File: src/rtl/prog_mealy_fsm.sv
// Table-programmable Mealy FSM with an expected-value checker.
// The next-state/output table is loaded in config mode; the machine then steps one symbol per in_valid cycle.
module prog_mealy_fsm #(
    parameter int unsigned NUM_STATES  = 5,
    parameter int unsigned STATE_W     = 3,
    parameter int unsigned NUM_INPUTS  = 5,
    parameter int unsigned IN_W        = 3,
    parameter int unsigned OUT_W       = 4,
    parameter int unsigned RESET_STATE = 0,
    parameter int unsigned CNT_W       = 8
) (
    input  logic               clk,
    input  logic               reset,
    input  logic               run,
    input  logic               cfg_we,
    input  logic [STATE_W-1:0] cfg_state,
    input  logic [IN_W-1:0]    cfg_in,
    input  logic [STATE_W-1:0] cfg_next,
    input  logic [OUT_W-1:0]   cfg_out,
    output logic               cfg_err,
    input  logic               in_valid,
    input  logic [IN_W-1:0]    in,
    input  logic               exp_valid,
    input  logic [STATE_W-1:0] exp_state,
    input  logic [OUT_W-1:0]   exp_out,
    output logic [STATE_W-1:0] state,
    output logic [OUT_W-1:0]   out,
    output logic               step,
    output logic               illegal,
    output logic               mismatch,
    output logic [CNT_W-1:0]   mismatch_cnt
);
    localparam logic [STATE_W-1:0] RST_ST  = STATE_W'(RESET_STATE);
    localparam logic [CNT_W-1:0]   CNT_MAX = {CNT_W{1'b1}};
    // One extra bit so a full power-of-two range still compares correctly.
    localparam logic [STATE_W:0]   NS_LIM  = (STATE_W + 1)'(NUM_STATES);
    localparam logic [IN_W:0]      NI_LIM  = (IN_W + 1)'(NUM_INPUTS);

    logic               tbl_valid [NUM_STATES][NUM_INPUTS];
    logic [STATE_W-1:0] tbl_next  [NUM_STATES][NUM_INPUTS];
    logic [OUT_W-1:0]   tbl_out   [NUM_STATES][NUM_INPUTS];

    logic               cfg_ok;
    logic               fire;
    logic               legal;
    logic               chk_bad;
    logic               hit_valid;
    logic [STATE_W-1:0] hit_next;
    logic [OUT_W-1:0]   hit_out;
    logic [STATE_W-1:0] next_state;

    // Config write acceptance: config mode and all fields in range.
    always_comb begin : cfg_accept
        cfg_ok = cfg_we && !run
              && ({1'b0, cfg_state} < NS_LIM)
              && ({1'b0, cfg_in} < NI_LIM)
              && ({1'b0, cfg_next} < NS_LIM);
    end

    // Entry lookup by compare; out-of-range symbols match nothing.
    always_comb begin : lookup
        hit_valid = 1'b0;
        hit_next  = RST_ST;
        hit_out   = '0;
        for (int s = 0; s < NUM_STATES; s++) begin
            for (int i = 0; i < NUM_INPUTS; i++) begin
                if (state == STATE_W'(s) && in == IN_W'(i)) begin
                    hit_valid = tbl_valid[s][i];
                    hit_next  = tbl_next[s][i];
                    hit_out   = tbl_out[s][i];
                end
            end
        end
    end

    // Next state, Mealy output and checker compare.
    always_comb begin : step_logic
        fire       = run && in_valid;
        legal      = fire && hit_valid;
        next_state = state;
        out        = '0;
        chk_bad    = 1'b0;
        if (fire) begin
            next_state = legal ? hit_next : RST_ST;
            out        = legal ? hit_out : '0;
            chk_bad    = exp_valid && ((next_state != exp_state) || (out != exp_out));
        end
    end

    // State register, status pulses, counter and entry valid bits.
    always_ff @(posedge clk) begin
        if (reset) begin
            state        <= RST_ST;
            step         <= 1'b0;
            illegal      <= 1'b0;
            mismatch     <= 1'b0;
            cfg_err      <= 1'b0;
            mismatch_cnt <= '0;
            for (int s = 0; s < NUM_STATES; s++) begin
                for (int i = 0; i < NUM_INPUTS; i++) begin
                    tbl_valid[s][i] <= 1'b0;
                end
            end
        end else begin
            state    <= next_state;
            step     <= fire;
            illegal  <= fire && !legal;
            mismatch <= chk_bad;
            cfg_err  <= cfg_we && !cfg_ok;
            if (chk_bad && mismatch_cnt != CNT_MAX) begin
                mismatch_cnt <= mismatch_cnt + CNT_W'(1);
            end
            for (int s = 0; s < NUM_STATES; s++) begin
                for (int i = 0; i < NUM_INPUTS; i++) begin
                    if (cfg_ok && cfg_state == STATE_W'(s) && cfg_in == IN_W'(i)) begin
                        tbl_valid[s][i] <= 1'b1;
                    end
                end
            end
        end
    end

    // Entry payload; only meaningful while its valid bit is set, so no reset.
    always_ff @(posedge clk) begin
        for (int s = 0; s < NUM_STATES; s++) begin
            for (int i = 0; i < NUM_INPUTS; i++) begin
                if (cfg_ok && cfg_state == STATE_W'(s) && cfg_in == IN_W'(i)) begin
                    tbl_next[s][i] <= cfg_next;
                    tbl_out[s][i]  <= cfg_out;
                end
            end
        end
    end
endmodule

File: config.mk
export PLATFORM = sky130hd
export DESIGN_NAME = prog_mealy_fsm
export DESIGN_NICKNAME = d
export VERILOG_FILES = /design/src/rtl/prog_mealy_fsm.sv
export SDC_FILE = /design/constraint.sdc
export NUM_CORES = 1
export LEC_CHECK = 0
export BUFFER_PORTS_ARGS = -buffer_cell sky130_fd_sc_hd__buf_2
export CORE_MARGIN = 2
export CORE_UTILIZATION = 30
export DETAILED_ROUTE_END_ITERATION = 10
export GPL_TIMING_DRIVEN = 0
export PLACE_DENSITY = 0.45
export SLEW_MARGIN = 20
export SYNTH_ARGS = -nofsm -noshare
export SYNTH_HDL_FRONTEND = slang
export SYNTH_SLANG_ARGS = --single-unit
File: constraint.sdc
create_clock -name clk -period 4.1 [get_ports clk]
set_input_delay 0 -clock clk [delete_from_list [all_inputs] [get_ports clk]]
set_output_delay 0 -clock clk [all_outputs]
set_load 0.01 [all_outputs]
==> flow_summary.yaml, run 1 <==
detailed_routing:
  detailedRoute.firstPassIterationCount: 5
  remaining_design_rule_violation_count: 0
  detail_route.wl_per_cell_um: 26.1
  routed_via_density: 5.47
  wirelength_mm: 32.2
  detail-route-antenna-nets: 0
  via_count: 6748
  drt_first_iter_violations: 631
cells_and_area:
  layout_common_cells: "179 x sky130_fd_sc_hd__edfxtp_1, 117 x sky130_fd_sc_hd__nor2_1, 54 x sky130_fd_sc_hd__buf_2, 36 x sky130_fd_sc_hd__dfxtp_1, 34 x sky130_fd_sc_hd__nand2_1"
  drive_above_1_share: 0.203
  flow.area_growth_from_synthesis_pct: 18.0
  layout_utilization: 0.358
  mostFrequentLayoutCell: "sky130_fd_sc_hd__edfxtp_1"
  final_non_filler_cell_total: 1233
  antenna_cells: 0
  fin_nets: 843
synthesis:
  synth_enable_flop_cells: 179
  synth_top_area_frac: 0.566
  ys_seq_area_frac: 0.642
  synth_seq_cells: 215
  synth_nets: 762
  avgSynthCellArea_um2: 13.0
  area_of_the_mapped_netlist_um2: 9490
  syn-instance-count: 732
  synth_top_cell_by_area: "sky130_fd_sc_hd__edfxtp_1"
  synth_async_reset_ratio: 0
  synthFlopType: "sky130_fd_sc_hd__edfxtp_1"
  synth.yosys.warnings: 0
  synth_area_leaders: "sky130_fd_sc_hd__edfxtp_1 57%, sky130_fd_sc_hd__dfxtp_1 7.6%, sky130_fd_sc_hd__nor2_1 4.7%"
  ys_types: 94
critical_path:
  timing_worst_setup_path_type: "flip-flop to flip-flop"
  endpoint_kind: "flip-flop"
  timing.critical_path.buf_inv: 0
  worst_setup_path_start_kind: "flip-flop"
  cp_data_required_time_ps: 4500
  cpPeakStageDelay_ps: 680
  worst_path_max_delay_cell: "sky130_fd_sc_hd__or4b_1"
  critical_path_arrival_ps: 4380
  critical_path_cell_sequence: "or4b_1, nor3_1, a221o_1, o21ai_0, a31oi_1, and2_2, a22oi_1, a211oi_4, a21oi_1, mux2_1"
  critical_path.max_fanout: 9
  critPathTopFamily: "compound AO/OA/AOI/OAI gates"
global_routing:
  number_of_global_route_vias_before_repair: 6477
  gr-usage-all-layers: 0.193
  initial_antenna_violation_count: 0
  wire_length_of_the_first_global_routing_pass_mm: 46.2
  globalRouteOverflowTotal: 0
  grt_start_max_net_pins: 27
sta:
  fmax_ghz: 0.251
  slew_worst_pin_ps: 1120
  fin_setup_tns_ps: 0
  final_report_setup_violation_count: 0
  setup_repair_after_global_routing_missed_its_margin: "no"
  timing.final.crit_period_ps: 3980
  max_slew_margin: 0.248
  skew_ps: 29.4
  timing.final.max_slew_violations: 0
  finalHoldViolCount: 0
  layout_worst_path_cycle_share: 0.971
power_and_ir_drop:
  finalPower_mw: 4.91
  p_per_area_nw_per_um2: 439
  p_leak_nw: 3.69
  worst_voltage_drop_across_the_vdd_grid_v: 0.000256
placed_design:
  place_hpwl_mm: 22.1
  portBuffers: 46
  post-place-cells: 1180
  gp_routability_congestion: 0.871
floorplan:
  start_util: 0.303
  die_height_um: 182
  std_cell_rows: 65
  fp.dieW_um: 182
  fp.coreArea_um2: 31300
  die_area_um2: 33100
  io-pin-count: 48
clock_network:
  numCtsBuffers: 24
  worstSkewPairLatency_ps: 540
  cts-htree-levels: 1
  tritoncts_num_sinks: 215
  clock_tree_from_tritoncts: "yes"
  root_buffer: "sky130_fd_sc_hd__clkbuf_16"
  worst_setup_hold_path_clk_slew_ps: 60
  cts.path.max_buffers: 3
worst_hold_path:
  worst_hold_path_type: "input pin to flip-flop"
flow_run:
  maxCapViolations: 0
status:
  run_status: "finished clean"
[Yosys cell counts (all sizes together) (7+ instances only)]
master and number:
and3 17, nand3 21, o21ai 26, nand3b 10, edfxtp 179, buf 24
mux2i 9, nor2b 9, nor3 20, nor4b 7, nand2 35, a22oi 12
nor2 123, o2bb2ai 8, a211oi 8, a21oi 20, a221oi 9, dfxtp 36
o211ai 11, clkbuf 12, mux2 12, a31oi 7, inv 10
[cells by family after synthesis]
kind of cell | share of synthesized area
and+or+nand+nor | 0.165
DFF | 0.642
AOI/OAI and AO/OA | 0.129
buffers and inverters | 0.0277
muxes | 0.0309
xor gates and xnor gates | 0.00356
adders and majority gates | 0.00132
[final timing paths]
kind	start	endpoint	slack, ps	cells past startpoint
hold reg to reg	tbl_valid[0][4]$_DFF_P_	tbl_valid[0][4]$_DFF_P_	470	2
hold / removal	cfg_out[0]	tbl_out[0][8]$_DFFE_PP_	10	1
setup / recovery	state[1]$_SDFFE_PP0P_	mismatch_cnt[6]$_SDFFE_PP0P_	120	10
setup reg to reg	state[1]$_SDFFE_PP0P_	mismatch_cnt[6]$_SDFFE_PP0P_	120	10
[timing repair]
| action | 4_1_cts | 5_1_grt |
|---|---|---|
| resized for setup | 3 | 8 |
| pin swaps | 1 | 4 |
| endpoints found under the setup margin | 9 | 9 |
| buffers inserted | 0 | 4 |
| endpoints found under the hold margin | 29 | 0 |
| hold buffers | 7 | 0 |
[power breakdown]
group	leakage [nW]	total (mW)	switching (mW)	internal, mW
clock network	0.406	2.28	0.898	1.38
logic	1.39	0.259	0.180	0.0790
registers	1.90	2.37	0.00280	2.37
total	3.69	4.91	1.08	3.83
[sequential cells by signal, indices dropped and copies added, names as in the netlist]
| register | cells |
|---|---|
| tbl_out | 100 |
| tbl_valid | 25 |
| mismatch | 1 |
| tbl_next | 75 |
| step | 1 |
| mismatch_cnt | 8 |
| state | 3 |
| illegal | 1 |
| cfg_err | 1 |
[final cells by class]
class                      count  area, µm²
buffer                        34        219
fill                        3069      20100
clock buffer                  31        657
timing repair buffer          57        330
inverter                      10       37.5
sequential                   215       6100
multi-input combinational    471       3180
clock inverter                13        175
tap                          402        503
[through the flow]
| stage | setup WS, ps | cell area [µm²] | hold WS (ps) |
|---|---|---|---|
| 2_1_floorplan | 821 | 9490 | 98.9 |
| 3_3_place_gp | -335 | 10200 | 252 |
| 3_5_place_dp | -288 | 10200 | 254 |
| 4_1_cts | 12.1 | 11100 | 8.69 |
| 5_1_grt | 1.22 | 11200 | 32.7 |
| 6_report | 118 | 11200 | 11.8 |
[worst reg2reg max path, cell delays in order (launching register included)]
cell and delay, ps:
sky130_fd_sc_hd__dfxtp_1 580, sky130_fd_sc_hd__or4b_1 680, sky130_fd_sc_hd__nor3_1 430, sky130_fd_sc_hd__a221o_1 170, sky130_fd_sc_hd__o21ai_0 170, sky130_fd_sc_hd__a31oi_1 520, sky130_fd_sc_hd__and2_2 260, sky130_fd_sc_hd__a22oi_1 110
sky130_fd_sc_hd__a211oi_4 460, sky130_fd_sc_hd__a21oi_1 160, sky130_fd_sc_hd__mux2_1 330
[layer usage]
layer | share of wire | global-route usage | vias to the layer above
met4 | 0.020 | 0.0400 | 0
met1 | 0.47 | 0.285 | 3438
met5 | 0 | 0 | -
met2 | 0.44 | 0.301 | 255
met3 | 0.068 | 0.0323 | 43
li1 | - | - | 3012
(Power assumes the default switching activity.)
==> run 2, diff against run 1 <==
--- a/config.mk
+++ b/config.mk
@@ -7,10 +7,10 @@
 export LEC_CHECK = 0
 export BUFFER_PORTS_ARGS = -buffer_cell sky130_fd_sc_hd__buf_2
 export CORE_MARGIN = 2
-export CORE_UTILIZATION = 30
+export CORE_UTILIZATION = 35
 export DETAILED_ROUTE_END_ITERATION = 10
 export GPL_TIMING_DRIVEN = 0
-export PLACE_DENSITY = 0.45
+export PLACE_DENSITY = 0.5
 export SLEW_MARGIN = 20
 export SYNTH_ARGS = -nofsm -noshare
 export SYNTH_HDL_FRONTEND = slang
==> run 2 against run 1 <==
Compared with the run above: hold slack improved by 19 ps; die area shrank 14%; sequential share of layout area increased by 0.89 points; critical path depth is 3 higher; highest routed layer is now met5; largest power group unchanged; clock-buffer cell count is 2 lower; register-to-register slack about the same; clock skew fell by 21 ps; critical endpoint is now mismatch_cnt[7]$_SDFFE_PP0P_.
==> flow_summary.yaml, run 2 (synthesis gave the netlist of run 1 again) <==
cells_and_area:
  top_register: "tbl_out"
  largest_reg_flops: 100
  fill_cells: 2493
  mostFrequentLayoutCell: "sky130_fd_sc_hd__edfxtp_1"
  flow.area_growth_from_synthesis_pct: 16.1
  top_regs: "tbl_out: 100 flops, tbl_next: 75 flops, tbl_valid: 25 flops"
  layout_utilization: 0.411
  drive_above_1_share: 0.197
  fin_nets: 843
  layout_common_cells: "179 x sky130_fd_sc_hd__edfxtp_1, 115 x sky130_fd_sc_hd__nor2_1, 54 x sky130_fd_sc_hd__buf_2, 35 x sky130_fd_sc_hd__nand2_1, 35 x sky130_fd_sc_hd__dfxtp_1"
  finalInstanceArea_um2: 11000
  antenna_cells: 0
floorplan:
  io-pin-count: 48
  die_height_um: 169
  die_area_um2: 28400
  start_util: 0.354
  fp.coreArea_um2: 26800
  std_cell_rows: 60
  fp.dieW_um: 169
critical_path:
  cp_data_required_time_ps: 4500
  critical_path_arrival_ps: 4370
  launch_point_of_the_worst_path: "state[2]$_SDFFE_PP0P_"
  worst_path_max_delay_cell: "sky130_fd_sc_hd__a2111oi_0"
  timing_worst_setup_path_type: "flip-flop to flip-flop"
  endpoint_kind: "flip-flop"
  critical_path.max_fanout: 10
  cpPeakStageDelay_ps: 800
  critPathTopFamily: "compound AO/OA/AOI/OAI gates"
  r2r_start: "state[2]$_SDFFE_PP0P_"
  timing.critical_path.buf_inv: 3
  worst_setup_path_start_kind: "flip-flop"
  critical_path_cell_sequence: "buf_6, buf_4, nor2_1, and3_1, o21a_1, a2111oi_0, o211ai_1, nor3b_1, a22oi_1, a211oi_4, buf_12, a21oi_1, mux2_1"
detailed_routing:
  drt_first_iter_violations: 762
  detailedRoute.firstPassIterationCount: 5
  remaining_design_rule_violation_count: 0
  detail-route-antenna-nets: 0
  routed_via_density: 5.78
  detail_route.wl_per_cell_um: 26.5
  wirelength_mm: 31.1
  via_count: 6775
sta:
  skew_ps: 8.57
  slew_worst_pin_ps: 1160
  fmax_ghz: 0.252
  final_report_setup_violation_count: 0
  timing.final.crit_period_ps: 3970
  max_slew_margin: 0.223
  layout_worst_path_cycle_share: 0.969
  finalHoldViolCount: 0
  postLayoutSetupSlackWorst_ps: 128
  timing.final.max_slew_violations: 0
  setup_repair_after_global_routing_missed_its_margin: "no"
power_and_ir_drop:
  p_leak_nw: 3.64
  finalPower_mw: 4.61
  p_per_area_nw_per_um2: 419
  worst_voltage_drop_across_the_vdd_grid_v: 0.000321
clock_network:
  cts-htree-levels: 1
  root_buffer: "sky130_fd_sc_hd__clkbuf_16"
  cts.path.max_buffers: 3
  worstSkewPairLatency_ps: 520
  worst_setup_hold_path_clk_slew_ps: 60
  numCtsBuffers: 24
  tritoncts_num_sinks: 215
  clock_tree_from_tritoncts: "yes"
placed_design:
  gp_routability_congestion: 0.941
  place_hpwl_mm: 21.8
  pre_cts_slack_ps: -42.1
  portBuffers: 46
  postPlaceCellArea_um2: 10200
flow_run:
  maxCapViolations: 0
global_routing:
  wire_length_of_the_first_global_routing_pass_mm: 45.9
  grt_start_max_net_pins: 27
  number_of_global_route_vias_before_repair: 6877
  globalRouteOverflowTotal: 0
  initial_antenna_violation_count: 1
  gr-usage-all-layers: 0.220
worst_hold_path:
  hold_path.startpoint: "cfg_out[0]"
  worst_hold_path_type: "input pin to flip-flop"
status:
  run_status: "finished clean"
==> run 2: cell type report <==
class                      instances  area (µm²)  share of cell area
multi-input combinational        471        3170               0.288
clock buffer                      29         651              0.0591
buffer                            35         223              0.0202
clock inverter                    15        72.6             0.00659
timing repair buffer              56         340              0.0309
tap                              341         427              0.0387
inverter                          10        37.5             0.00341
sequential                       215        6100               0.553
==> run 2: metal layers <==
| metal | share of wire | vias to the layer above | GRT usage |
|---|---|---|---|
| li1 | - | 3023 | - |
| met1 | 0.43 | 3361 | 0.309 |
| met2 | 0.45 | 312 | 0.335 |
| met3 | 0.081 | 77 | 0.0484 |
| met4 | 0.042 | 2 | 0.0858 |
| met5 | 0.00042 | - | 0 |
==> run 2: worst paths after layout <==
check	end	slack (ps)	cells past startpoint
max reg2reg	mismatch_cnt[7]$_SDFFE_PP0P_	130	13
min reg2reg	tbl_valid[0][11]$_DFF_P_	470	2
min	tbl_out[4][0]$_DFFE_PP_	30	1
max	mismatch_cnt[7]$_SDFFE_PP0P_	130	13
==> run 2: stage by stage <==
step | TNS (ps) | cells | hold slack, ps
3_5_place_dp | -97.0 | 1119 | 249
3_3_place_gp | 0 | 1119 | 241
5_1_grt | 0 | 1172 | 34.5
4_1_cts | 0 | 1172 | 20.8
2_1_floorplan | 0 | 732 | 98.9
6_report | 0 | 1172 | 30.4
==> run 2: worst register-to-register path: stages, from the launching register on <==
cell and delay, ps:
sky130_fd_sc_hd__dfxtp_1 350, sky130_fd_sc_hd__buf_6 190, sky130_fd_sc_hd__buf_4 230, sky130_fd_sc_hd__nor2_1 170
sky130_fd_sc_hd__and3_1 300, sky130_fd_sc_hd__o21a_1 140, sky130_fd_sc_hd__a2111oi_0 800, sky130_fd_sc_hd__o211ai_1 360
sky130_fd_sc_hd__nor3b_1 300, sky130_fd_sc_hd__a22oi_1 140, sky130_fd_sc_hd__a211oi_4 290, sky130_fd_sc_hd__buf_12 160
sky130_fd_sc_hd__a21oi_1 80, sky130_fd_sc_hd__mux2_1 340
==> run 2: power breakdown <==
group | switching, mW | internal, mW | total (mW)
registers | 0.00328 | 2.37 | 2.37
logic | 0.173 | 0.0783 | 0.252
clock network | 0.862 | 1.12 | 1.99
==> run 2: repair_timing <==
action                                  CTS  global route
gates resized for setup                   2             5
endpoints found under the setup margin    6             8
hold buffers                              9             0
pin swaps                                 0             1
buffers inserted                          0             1
endpoints found under the hold margin    48             0
==> run 3, diff against run 2 <==
--- a/config.mk
+++ b/config.mk
@@ -6,11 +6,12 @@
 export NUM_CORES = 1
 export LEC_CHECK = 0
 export BUFFER_PORTS_ARGS = -buffer_cell sky130_fd_sc_hd__buf_2
-export CORE_MARGIN = 2
+export CORE_MARGIN = 10
 export CORE_UTILIZATION = 35
 export DETAILED_ROUTE_END_ITERATION = 10
 export GPL_TIMING_DRIVEN = 0
 export PLACE_DENSITY = 0.5
+export SETUP_SLACK_MARGIN = 0.02
 export SLEW_MARGIN = 20
 export SYNTH_ARGS = -nofsm -noshare
 export SYNTH_HDL_FRONTEND = slang
==> run 3 against run 2 <==
Compared with the run above: the flow now finishes with violations (hold timing); first-iteration DRC count down 10%; sequential share of layout area down 0.87 points; non-clock buffer count grew 1.
==> flow_summary.yaml, run 3 (synthesis gave the netlist of run 1 again) <==
global_routing:
  initial_antenna_violation_count: 0
  number_of_global_route_vias_before_repair: 6935
  grt_start_max_net_pins: 27
  wire_length_of_the_first_global_routing_pass_mm: 46.2
  globalRouteOverflowTotal: 0
  gr-usage-all-layers: 0.184
floorplan:
  fp.dieW_um: 185
  std_cell_rows: 60
  die_area_um2: 34100
  start_util: 0.354
  die_height_um: 185
  fp.coreArea_um2: 26800
  io-pin-count: 48
critical_path:
  critical_path_cell_sequence: "buf_6, or4b_1, nor2_1, a221oi_1, a31oi_2, o31ai_4, nor4_4, xor2_2, a211oi_4, buf_4, a211oi_2, mux2_1"
  worst_path_max_delay_cell: "sky130_fd_sc_hd__or4b_1"
  reg2reg_setup_slack_ps: 130
  timing_worst_setup_path_type: "flip-flop to flip-flop"
  endpoint_kind: "flip-flop"
  cpPeakStageDelay_ps: 730
  critPathTopFamily: "simple AND/OR/NAND/NOR gates"
  critical_path_arrival_ps: 4380
  cp_data_required_time_ps: 4510
  worst_setup_path_start_kind: "flip-flop"
  critical_path.max_fanout: 10
  timing.critical_path.buf_inv: 2
cells_and_area:
  flow.area_growth_from_synthesis_pct: 17.9
  top_regs: "tbl_out: 100 flops, tbl_next: 75 flops, tbl_valid: 25 flops"
  antenna_cells: 0
  multi_input_comb_area_um2: 3190
  finalInstanceArea_um2: 11200
  fill_cells: 2485
  drive_above_1_share: 0.203
  top_register: "tbl_out"
  regArea_um2: 6100
  layout_common_cells: "179 x sky130_fd_sc_hd__edfxtp_1, 114 x sky130_fd_sc_hd__nor2_1, 54 x sky130_fd_sc_hd__buf_2, 35 x sky130_fd_sc_hd__nand2_1, 35 x sky130_fd_sc_hd__dfxtp_1"
  largest_reg_flops: 100
  fin_nets: 844
  mostFrequentLayoutCell: "sky130_fd_sc_hd__edfxtp_1"
clock_network:
  clock_tree_from_tritoncts: "yes"
  root_buffer: "sky130_fd_sc_hd__clkbuf_16"
  cts-htree-levels: 1
  worstSkewPairLatency_ps: 520
  numCtsBuffers: 24
  worst_setup_hold_path_clk_slew_ps: 60
  tritoncts_num_sinks: 215
  cts.path.max_buffers: 3
sta:
  setup_repair_after_global_routing_missed_its_margin: "no"
  hold_slack_ps: -2.47
  finalHoldViolCount: 1
  final_report_setup_violation_count: 0
  skew_ps: 14.4
  fmax_ghz: 0.252
  timing.final.max_slew_violations: 0
  timing.final.crit_period_ps: 3970
  slew_worst_pin_ps: 1110
  max_slew_margin: 0.256
  layout_worst_path_cycle_share: 0.968
flow_run:
  maxCapViolations: 0
detailed_routing:
  detail-route-antenna-nets: 0
  via_count: 6755
  remaining_design_rule_violation_count: 0
  drt_first_iter_violations: 683
  detailedRoute.firstPassIterationCount: 5
  wirelength_mm: 31.2
  routed_via_density: 5.76
  detail_route.wl_per_cell_um: 26.7
power_and_ir_drop:
  worst_voltage_drop_across_the_vdd_grid_v: 0.000326
  p_per_area_nw_per_um2: 452
  p_leak_nw: 3.71
worst_hold_path:
  worst_hold_path_type: "input pin to flip-flop"
placed_design:
  postPlaceCellArea_um2: 10100
  place_hpwl_mm: 22.1
  portBuffers: 46
  gp_routability_congestion: 0.900
status:
  run_status: "finished, violations left"
  violated_checks: "hold timing"
[run 3: where the power goes]
part | switching [mW] | internal (mW)
clock | 0.884 | 1.55
sequential | 0.00330 | 2.37
combinational | 0.173 | 0.0784
[run 3: final timing paths]
check	cells after the start	to	startpoint
hold reg to reg	2	tbl_valid[0][14]$_DFF_P_	tbl_valid[0][14]$_DFF_P_
setup / recovery	12	mismatch_cnt[2]$_SDFFE_PP0P_	state[2]$_SDFFE_PP0P_
setup reg to reg	12	mismatch_cnt[2]$_SDFFE_PP0P_	state[2]$_SDFFE_PP0P_
hold / removal	1	tbl_out[3][10]$_DFFE_PP_	cfg_out[2]
[run 3: repair_timing]
item | CTS | global route
setup buffers | 0 | 2
setup endpoints to repair | 2 | 8
gates resized for setup | 2 | 11
hold buffers | 8 | 0
pin swaps | 0 | 2
endpoints found under the hold margin | 19 | 0
[run 3: worst register-to-register path, stage by stage (launching register included)]
cell                       delay, ps
sky130_fd_sc_hd__dfxtp_1         330
sky130_fd_sc_hd__buf_6           160
sky130_fd_sc_hd__or4b_1          740
sky130_fd_sc_hd__nor2_1          350
sky130_fd_sc_hd__a221oi_1        230
sky130_fd_sc_hd__a31oi_2         410
sky130_fd_sc_hd__o31ai_4         180
sky130_fd_sc_hd__nor4_4          420
sky130_fd_sc_hd__xor2_2          250
sky130_fd_sc_hd__a211oi_4         60
sky130_fd_sc_hd__buf_4           180
sky130_fd_sc_hd__a211oi_2        230
sky130_fd_sc_hd__mux2_1          340
[run 3: layout make-up]
type | instances | share of cell area
buffer | 36 | 0.0202
clock inverter | 14 | 0.0225
clock buffer | 29 | 0.0572
timing repair buffer | 56 | 0.0291
multi-input combinational | 471 | 0.285
inverter | 10 | 0.00335
sequential | 215 | 0.545
tap | 341 | 0.0381
[run 3: layer usage]
layer | track usage | vias to the layer above | part of all wire
li1 | - | 3017 | -
met1 | 0.248 | 3410 | 0.44
met2 | 0.285 | 278 | 0.45
met3 | 0.0455 | 50 | 0.081
met4 | 0.0562 | 0 | 0.028
met5 | 0 | - | 0
[run 3: per-stage QoR]
stage          setup slack (ps)  utilization  cells  total power, mW  setup TNS (ps)
2_1_floorplan               821            -    732             2.54               0
3_3_place_gp               94.4        0.379   1119             2.65               0
3_5_place_dp              -42.1        0.379   1119             2.66            -136
4_1_cts                    56.4        0.415   1170             5.08               0
5_1_grt                    46.0        0.418   1172             5.19               0
6_report                    129        0.418   1172             5.06               0
